### src/rtl/pipe_stage_ctrl_if.sv
// Request/response bundle between the pipeline controller and its datapath/control neighbours.
interface pipe_stage_ctrl_if #(
   parameter int unsigned NSTAGE = 5,
   parameter int unsigned CNT_W  = 32
);
   logic [NSTAGE-1:0] stall_req;
   logic [NSTAGE-1:0] flush_req;
   logic              cnt_clr;
   logic [NSTAGE-1:0] stage_en;
   logic [NSTAGE-1:0] stage_rst;
   logic [NSTAGE-1:0] stage_valid;
   logic [CNT_W-1:0]  cyc_cnt;
   logic [CNT_W-1:0]  stall_cnt;
   logic [CNT_W-1:0]  retire_cnt;

   modport master (
      output stall_req, flush_req, cnt_clr,
      input  stage_en, stage_rst, stage_valid, cyc_cnt, stall_cnt, retire_cnt
   );

   modport slave (
      input  stall_req, flush_req, cnt_clr,
      output stage_en, stage_rst, stage_valid, cyc_cnt, stall_cnt, retire_cnt
   );
endinterface

### src/rtl/pipe_stage_ctrl.sv
// N-stage in-order pipeline sequencer: per-stage enable/bubble/valid plus performance counters.
// Optional single-step debug freeze is enabled by defining PIPE_DEBUG_STEP_EN.
module pipe_stage_ctrl #(
   parameter int unsigned NSTAGE = 5,
   parameter int unsigned CNT_W  = 32
) (
   input  logic clk,
   input  logic rst,
`ifdef PIPE_DEBUG_STEP_EN
   input  logic debug_en,
   input  logic debug_step,
`endif
   pipe_stage_ctrl_if.slave bus
);

   localparam int unsigned IDX_W = (NSTAGE > 1) ? $clog2(NSTAGE) : 1;

   logic [NSTAGE-1:0] vld_q, vld_d;
   logic [NSTAGE-1:0] qual_mask;
   logic [NSTAGE-1:0] qual_stall, qual_flush;
   logic [NSTAGE-1:0] en_c, rs_c;
   logic              f_vld, s_vld;
   logic [IDX_W-1:0]  f_idx, s_idx;
   logic              frozen;
   logic [CNT_W-1:0]  cyc_q, cyc_d, stall_q, stall_d, ret_q, ret_d;

`ifdef PIPE_DEBUG_STEP_EN
   // Two-flop synchroniser plus a third flop for rising-edge detect
   logic [2:0] dbg_q;
   logic       step_c;

   always_ff @(posedge clk) begin
      if (!rst) dbg_q <= '0;
      else      dbg_q <= {dbg_q[1:0], debug_step};
   end

   assign step_c = dbg_q[1] & ~dbg_q[2];
   assign frozen = debug_en & ~step_c;
`else
   assign frozen = 1'b0;
`endif

   // Stage 0 has no live predecessor, so its requests are always honoured
   assign qual_mask  = {vld_q[NSTAGE-1:1], 1'b1};
   assign qual_stall = bus.stall_req & qual_mask;
   assign qual_flush = bus.flush_req & qual_mask;

   // Oldest flush wins; stalls at or below it belong to dead instructions
   always_comb begin
      f_vld = 1'b0;
      f_idx = '0;
      s_vld = 1'b0;
      s_idx = '0;
      for (int i = 0; i < int'(NSTAGE); i++) begin
         if (qual_flush[i]) begin
            f_vld = 1'b1;
            f_idx = IDX_W'(i);
         end
      end
      for (int i = 0; i < int'(NSTAGE); i++) begin
         if (qual_stall[i] && (!f_vld || (IDX_W'(i) > f_idx))) begin
            s_vld = 1'b1;
            s_idx = IDX_W'(i);
         end
      end
   end

   always_comb begin
      en_c = '1;
      rs_c = '0;
      if (!rst) begin
         rs_c = '1;
      end else if (frozen) begin
         en_c = '0;
      end else if (s_vld) begin
         for (int i = 0; i < int'(NSTAGE); i++) begin
            if (IDX_W'(i) <= s_idx)                     en_c[i] = 1'b0;
            else if (IDX_W'(i) == (s_idx + IDX_W'(1)))  rs_c[i] = 1'b1;
         end
      end else if (f_vld) begin
         // Stage 0 keeps loading: the PC takes the redirect target
         for (int i = 1; i < int'(NSTAGE); i++) begin
            if (IDX_W'(i) <= f_idx) rs_c[i] = 1'b1;
         end
      end
   end

   // Enabled stages take their predecessor's valid (or a bubble); others hold
   always_comb begin
      vld_d = (en_c & ~rs_c & {vld_q[NSTAGE-2:0], 1'b1}) | (~en_c & vld_q);
   end

   always_comb begin
      cyc_d   = cyc_q;
      stall_d = stall_q;
      ret_d   = ret_q;
      if (bus.cnt_clr) begin
         cyc_d   = '0;
         stall_d = '0;
         ret_d   = '0;
      end else if (!frozen) begin
         cyc_d = cyc_q + CNT_W'(1);
         if (!en_c[0])                          stall_d = stall_q + CNT_W'(1);
         if (vld_q[NSTAGE-1] && en_c[NSTAGE-1]) ret_d   = ret_q + CNT_W'(1);
      end
   end

   always_ff @(posedge clk) begin
      if (!rst) begin
         vld_q   <= '0;
         cyc_q   <= '0;
         stall_q <= '0;
         ret_q   <= '0;
      end else begin
         vld_q   <= vld_d;
         cyc_q   <= cyc_d;
         stall_q <= stall_d;
         ret_q   <= ret_d;
      end
   end

   assign bus.stage_en    = en_c;
   assign bus.stage_rst   = rs_c;
   assign bus.stage_valid = vld_q;
   assign bus.cyc_cnt     = cyc_q;
   assign bus.stall_cnt   = stall_q;
   assign bus.retire_cnt  = ret_q;

endmodule
### src/flat_wrapper.sv
// flat-port wrapper written by rule: the top's interface ports become plain ports
module pipe_stage_ctrl_flat 
#(
   parameter int unsigned NSTAGE = 5,
   parameter int unsigned CNT_W  = 32
)
  (clk, rst, bus_stall_req, bus_flush_req, bus_cnt_clr, bus_stage_en, bus_stage_rst, bus_stage_valid, bus_cyc_cnt, bus_stall_cnt, bus_retire_cnt);
  pipe_stage_ctrl_if #(.NSTAGE(NSTAGE), .CNT_W(CNT_W)) bus_i ();
  input  logic clk;
  input  logic rst;
  input wire logic [$bits(bus_i.stall_req)-1:0] bus_stall_req;
  input wire logic [$bits(bus_i.flush_req)-1:0] bus_flush_req;
  input wire logic [$bits(bus_i.cnt_clr)-1:0] bus_cnt_clr;
  output wire logic [$bits(bus_i.stage_en)-1:0] bus_stage_en;
  output wire logic [$bits(bus_i.stage_rst)-1:0] bus_stage_rst;
  output wire logic [$bits(bus_i.stage_valid)-1:0] bus_stage_valid;
  output wire logic [$bits(bus_i.cyc_cnt)-1:0] bus_cyc_cnt;
  output wire logic [$bits(bus_i.stall_cnt)-1:0] bus_stall_cnt;
  output wire logic [$bits(bus_i.retire_cnt)-1:0] bus_retire_cnt;
  assign bus_i.stall_req = bus_stall_req;
  assign bus_i.flush_req = bus_flush_req;
  assign bus_i.cnt_clr = bus_cnt_clr;
  assign bus_stage_en = bus_i.stage_en;
  assign bus_stage_rst = bus_i.stage_rst;
  assign bus_stage_valid = bus_i.stage_valid;
  assign bus_cyc_cnt = bus_i.cyc_cnt;
  assign bus_stall_cnt = bus_i.stall_cnt;
  assign bus_retire_cnt = bus_i.retire_cnt;
  pipe_stage_ctrl #(.NSTAGE(NSTAGE), .CNT_W(CNT_W)) u_core (.clk(clk), .rst(rst), .bus(bus_i));
endmodule
### config.mk
export PLATFORM = sky130hd
export DESIGN_NAME = pipe_stage_ctrl_flat
export DESIGN_NICKNAME = d
export VERILOG_FILES = /design/src/rtl/pipe_stage_ctrl_if.sv /design/src/rtl/pipe_stage_ctrl.sv /design/src/flat_wrapper.sv
export SDC_FILE = /design/constraint.sdc
export NUM_CORES = 1
export LEC_CHECK = 0
export CORE_MARGIN = 10
export CORE_UTILIZATION = 51
export CTS_BUF_LIST = sky130_fd_sc_hd__clkbuf_8
export CTS_CLUSTER_SIZE = 24
export DETAILED_ROUTE_END_ITERATION = 8
export PLACE_DENSITY_LB_ADDON = 0.2
export SYNTH_ARGS = -nofsm -noshare
export SYNTH_HDL_FRONTEND = slang
export SYNTH_SLANG_ARGS = --single-unit
### constraint.sdc
create_clock -name clk -period 2.5 [get_ports clk]
set_input_delay 0.5 -clock clk [delete_from_list [all_inputs] [get_ports clk]]
set_output_delay 0.5 -clock clk [all_outputs]
set_load 0.005 [all_outputs]
==> After elaboration in Yosys (flattened, before gate mapping) <==
Cells that the tools add are included.
{ "word_totals": {"register_bits": 101, "elab_cells": 92, "in_bits": 13, "out_inout_bits": 111} }
{ "op_classes": {"n_reduce_logical": 14, "bitwise_logic": 9, "n_lt_le_gt_ge": 14, "addsub": 4, "muxes": 43, "eq_ne": 4} }
{ "ops": {"columns": ["operator", "count"], "rows": [
  ["adder 32 x 1 -> 32 bit, second input constant", 3],
  ["2-to-1 mux 1 bit", 32],
  ["bitwise AND 5 bit", 5],
  ["2-to-1 mux 3 bit", 5],
  ["2-to-1 mux 5 bit", 3],
  ["<= comparator 2 x 3 -> 1 bit, first input constant", 4],
  ["NOT 5 bit", 2],
  ["<= comparator 1 x 3 -> 1 bit, first input constant", 3],
  ["2-to-1 mux 4 bit", 2],
  ["equality test 2 x 3 -> 1 bit, first input constant", 2],
  ["greater-than comparator 1 x 3 -> 1 bit, first input constant", 2],
  ["greater-than comparator 2 x 3 -> 1 bit, first input constant", 2],
  ["<= comparator 3 bit, first input constant", 2],
  ["logical AND 1 bit", 6],
  ["logical OR 1 bit", 5],
  ["bitwise OR 5 bit", 1],
  ["adder 3 x 1 -> 3 bit, second input constant", 1],
  ["equality test 1 x 3 -> 1 bit, first input constant", 1],
  ["equality test 3 bit, first input constant", 1],
  ["greater-than comparator 3 bit, first input constant", 1],
  ["zero test 3 bit", 1],
  ["2-to-1 mux 2 bit", 1],
  ["OR reduction 2 bit", 1],
  ["zero test 1 bit", 1],
  ["NOT 1 bit", 1]
]} }

==> Logic depth before layout (Yosys ltp) <==
{ "logic_depth": {"ltp_word": 23, "depth_mapped": 7, "depth_no_buf": 6} }

==> Worst setup path after synthesis <==
Ideal clock, no wire load.
{ "synth_timing": {"kind": "input -> register", "start": "input bus_flush_req[4]", "end": "register u_core.stall_q[22] (netlist: u_core.bus.stall_cnt[22])", "t_arrival_ns": 2.016, "path_slack_ns": 0.412, "cell_stages": 5, "n_path_buf": 1, "setup_ns": 0.072, "path_cell_list": "a222oi_1 > buf_2 > o2111ai_1 > a2111oi_0 > mux2i_1"} }
{ "synth_via": {"elab_chain_cells": 13, "elab_cells_between_ends": 32, "classes_between": "6 x order compare; 14 x mux; 1 x bitwise; 11 x reduce/logical"} }
{ "synth_rtl": {"columns": ["element", "line", "source"], "rows": [
  ["from (decl)", "flat_wrapper.sv:12", "input wire logic [$bits(bus_i.flush_req)-1:0] bus_flush_req;"],
  ["bitwise AND 5 bit *", "pipe_stage_ctrl.sv:46", "assign qual_flush = bus.flush_req & qual_mask;"],
  ["2-to-1 mux 3 bit or 2-to-1 mux 1 bit (tied branches)", "pipe_stage_ctrl.sv:55", "if (qual_flush[i]) begin"],
  ["greater-than comparator 1 x 3 -> 1 bit or zero test 1 bit (tied branches)", "pipe_stage_ctrl.sv:61", "if (qual_stall[i] && (!f_vld || (IDX_W'(i) > f_idx))) begin"],
  ["logical OR 1 bit", "pipe_stage_ctrl.sv:61", null],
  ["logical AND 1 bit", "pipe_stage_ctrl.sv:61", null],
  ["2-to-1 mux 1 bit", "pipe_stage_ctrl.sv:61", null],
  ["2-to-1 mux 2 bit", "pipe_stage_ctrl.sv:61", null],
  ["2-to-1 mux 3 bit (2 in a row)", "pipe_stage_ctrl.sv:61", null],
  ["<= comparator 1 x 3 -> 1 bit", "pipe_stage_ctrl.sv:77", "if (IDX_W'(i) <= s_idx) en_c[i] = 1'b0;"],
  ["2-to-1 mux 1 bit", "pipe_stage_ctrl.sv:77", null],
  ["2-to-1 mux 5 bit *", "pipe_stage_ctrl.sv:75", "end else if (s_vld) begin"],
  ["2-to-1 mux 5 bit *", "pipe_stage_ctrl.sv:71", "if (!rst) begin"],
  ["to (signal assigned)", "pipe_stage_ctrl.sv:117", "stall_q <= stall_d;"],
  ["to (decl)", "pipe_stage_ctrl.sv:25", "logic [CNT_W-1:0] cyc_q, cyc_d, stall_q, stall_d, ret_q, ret_d;"]
]} }
Mark *: on every way between the ends. The rest lies on a longest branch, timed or not.
A chain may end at the register's enable or synchronous reset.

==> Worst setup path after layout <==
{ "layout_timing": {"start": "input bus_flush_req[2]", "end": "output bus_stage_en[1]"} }
{ "layout_via": {"elab_chain_cells": 15, "elab_cells_between_ends": 36, "classes_between": "6 x order compare; 18 x mux; 1 x bitwise; 11 x reduce/logical"} }
{ "layout_rtl": {"columns": ["element", "line", "source"], "rows": [
  ["bitwise AND 5 bit *", "pipe_stage_ctrl.sv:46", null],
  ["2-to-1 mux 3 bit or 2-to-1 mux 1 bit (tied branches) (3 in a row)", "pipe_stage_ctrl.sv:55", null],
  ["greater-than comparator 1 x 3 -> 1 bit or zero test 1 bit (tied branches)", "pipe_stage_ctrl.sv:61", null],
  ["logical OR 1 bit", "pipe_stage_ctrl.sv:61", null],
  ["logical AND 1 bit", "pipe_stage_ctrl.sv:61", null],
  ["2-to-1 mux 1 bit", "pipe_stage_ctrl.sv:61", null],
  ["2-to-1 mux 2 bit", "pipe_stage_ctrl.sv:61", null],
  ["2-to-1 mux 3 bit (2 in a row)", "pipe_stage_ctrl.sv:61", null],
  ["<= comparator 1 x 3 -> 1 bit", "pipe_stage_ctrl.sv:77", null],
  ["2-to-1 mux 1 bit", "pipe_stage_ctrl.sv:77", null],
  ["2-to-1 mux 5 bit *", "pipe_stage_ctrl.sv:75", null],
  ["2-to-1 mux 5 bit *", "pipe_stage_ctrl.sv:71", null],
  ["to (decl)", "flat_wrapper.sv:14", "output wire logic [$bits(bus_i.stage_en)-1:0] bus_stage_en;"]
]} }
Marked as above.

==> results.ini <==
[outcome]
status=completed

[setup_path]
crit_fanout=6
crit_end=bus_stage_en[1]
critPathCaptureType=primary output
crit_slowest_cell=clkdlybuf4s50_1
cp_data_required_time_ps=2000
r2r_end=u_core.bus.retire_cnt[27]
critPathMaxStageDelay_ps=430
cp-startpoint=bus_flush_req[2]
r2r-start=u_core.bus.retire_cnt[2]
crit_path_start_kind=primary input
cp.arrival_ps=1940
reg2regPathDepth=5
r2r_slack_ps=320
worst-setup-path-type=primary input to primary output
crit_chain=clkdlybuf4s50_1, a222oi_1, buf_4, buf_4, o21ai_2, nand2_1, nand2_1, dlygate4sd2_1

[logic_synthesis]
ys_ff_latch=101
ys_seq_area_share_pct=40.7
ys_top_cells_by_count=dfxtp_1, nand2_1, nor2_1
synth_cell_types=44
synth_flop_cell=dfxtp_1
synthesis.nets=622
yosys_warnings=0
async_reset_ff_share_pct=0
synth_top_cell_area_share_pct=40.7
synth_edf_count=0
synth_area_um2=4970
syn_inst=606
syn_area_per_cell_um2=8.19
synth_most_common_cell=dfxtp_1
yosys.area.top_type=dfxtp_1
synth.area.top_cells=dfxtp_1, nand2_1, nor2_1

[die]
die_w_um=119
die_y_um=119
die-area_um2=14100
io_pins=124
core.rowCount=35
core_area_um2=9370
initial_core_util_pct=53.0

[layout]
fin_nets=767
n_fill_cell=775
fin_area_um2=6720
drive_gt1_share_pct=12.0
antenna_cells=0
area.growth.synth_to_final_pct=35.4
fin_util_pct=71.7

[routing]
first_pass_iters=5
wl_per_cell_um=15.8
drtAntennaViolNets=0
vias_per_cell=5.50
drtIter0Drc=329
num_vias=4864
drc=0
routed_wl_um=14000

[clock_network]
cts_tree=yes
cts_sinks=101
hold_buffers=0
cts_inserted_buffers=9
clock_latency_ps=370
htreeDepth=3
cts_root_buf=clkbuf_8
clk_pin_slew_worst_paths_ps=90
clk_path_buf_depth=2

[global_route]
grt_pass1_wl_um=22900
grt.overflow.total=0
grt_start_max_net_pins=39
antenna_found_initial=0
grt.total_usage_pct=19.0
grt_pass1_vias=4667

[timing]
fin_skew_ps=22.6
rsz0062_at_grt=false
tightest_slew_ps=721
hold_viol=0
setup_violations=0
setup_slack_ps=63.2
relSlewSlack_pct=51.5
finalCriticalPeriod_ps=2440
finalCritPeriodShare_pct=97.5
setup_tns_ps=0
clock.fmax_mhz=410
drv_slew=0

[run]
drv_cap=0

[placed_design]
io_buffers=123
dp_hpwl_um=10300
place_area_um2=6510
gp_congestion=0.859
preCtsSetupSlack_ps=-276

[power]
ir_drop_uv=276
p_leak_nw=2.17
powerDensity_nw_per_um2=418

[min_path]
min_path_type=register to register

cells in the final DEF, fill, tap and decap left out, types with 7 or more instances in the layout:
cell type        netlist  routed
dfxtp_1              101     101
o21ai_0               23      19
nand2_1               76      76
a211oi_1               8       8
nor4_1                10      10
or2_2                 22      22
a21oi_1               35      35
and3_1                 7       7
inv_1                 12      12
nor3_1                14      14
buf_4                  0      40
nand4_1               34      34
xor2_1                24      24
nand3_1               36      36
nor2_1                65      64
mux2i_1               24      24
xnor2_1               26      26
or3_1                 11      11
clkdlybuf4s50_1        0     112
clkbuf_8               0      10
critical path, delay by kind of cell:
kind | cells | cell delay, ps
compound gates | 2 | 290
simple gates | 2 | 140
buf+inv | 4 | 1010
flip-flops by register name (all words and copies together) (netlist names), named ones only:
name / count
u_core.bus.cyc_cnt: 32
u_core.bus.stage_valid: 4
u_core.bus.retire_cnt: 32
u_core.bus.stall_cnt: 32
cell type report:
cell class / instances / area, um2 / area share (%)
well taps: 129 / 161 / 2.40
repair buffers: 163 / 1530 / 22.7
clock inverters: 6 / 50.0 / 0.744
clock buffers: 10 / 138 / 2.05
multi-input cells: 464 / 2780 / 41.3
flip-flops and latches: 101 / 2020 / 30.1
inverters: 12 / 45.0 / 0.670
where the power goes:
part / switching, W / leakage (nW) / internal, W
Sequential: 0.0000102 / 0.814 / 0.00162
Clock: 0.000591 / 0.0956 / 0.000406
Combinational: 0.0000941 / 1.26 / 0.0000963
Total: 0.000696 / 2.17 / 0.00212
logic make-up after synthesis:
kind of cell	Yosys count	synth area share (%)
xor+xnor	50	8.82
simple gates	300	30.5
mux	24	4.84
compound gates	87	10.8
flops	101	40.7
buf+inv	41	3.60
fa+ha+maj	3	0.756
what timing repair did:
item                                   CTS  global route
gates resized for setup                 19             6
setup endpoints to repair                8             8
setup buffers                            3             0
endpoints found under the hold margin    0             0
pin swaps                                2             2
per-layer routing:
layer | global-route usage (%) | share of wire [%]
met1 | 23.1 | 45
met2 | 31.3 | 47
met3 | 5.81 | 6.8
met4 | 5.73 | 1.0
met5 | 0 | 0
worst min-delay path by stage:
stage | start | to | slack [ps] | depth (start not counted)
detailed placement | u_core.bus.stall_cnt[31] | u_core.bus.stall_cnt[31] | 450 | 2
global route | u_core.bus.stall_cnt[31] | u_core.bus.stall_cnt[31] | 500 | 2
global placement | u_core.bus.stall_cnt[31] | u_core.bus.stall_cnt[31] | 450 | 2
CTS | u_core.bus.stall_cnt[31] | u_core.bus.stall_cnt[31] | 480 | 2
finish | u_core.bus.stall_cnt[31] | u_core.bus.stall_cnt[31] | 480 | 2
floorplan | u_core.bus.cyc_cnt[0] | u_core.bus.cyc_cnt[0] | 450 | 1
metrics by stage:
step,total power (W),hold slack (ps),std cells
floorplan,0.00175,451,606
global placement,0.00185,455,866
detailed placement,0.00185,455,866
CTS,0.00284,480,885
global route,0.00293,502,885
finish,0.00281,475,885
No activity file was read; power rests on OpenSTA's default activity.
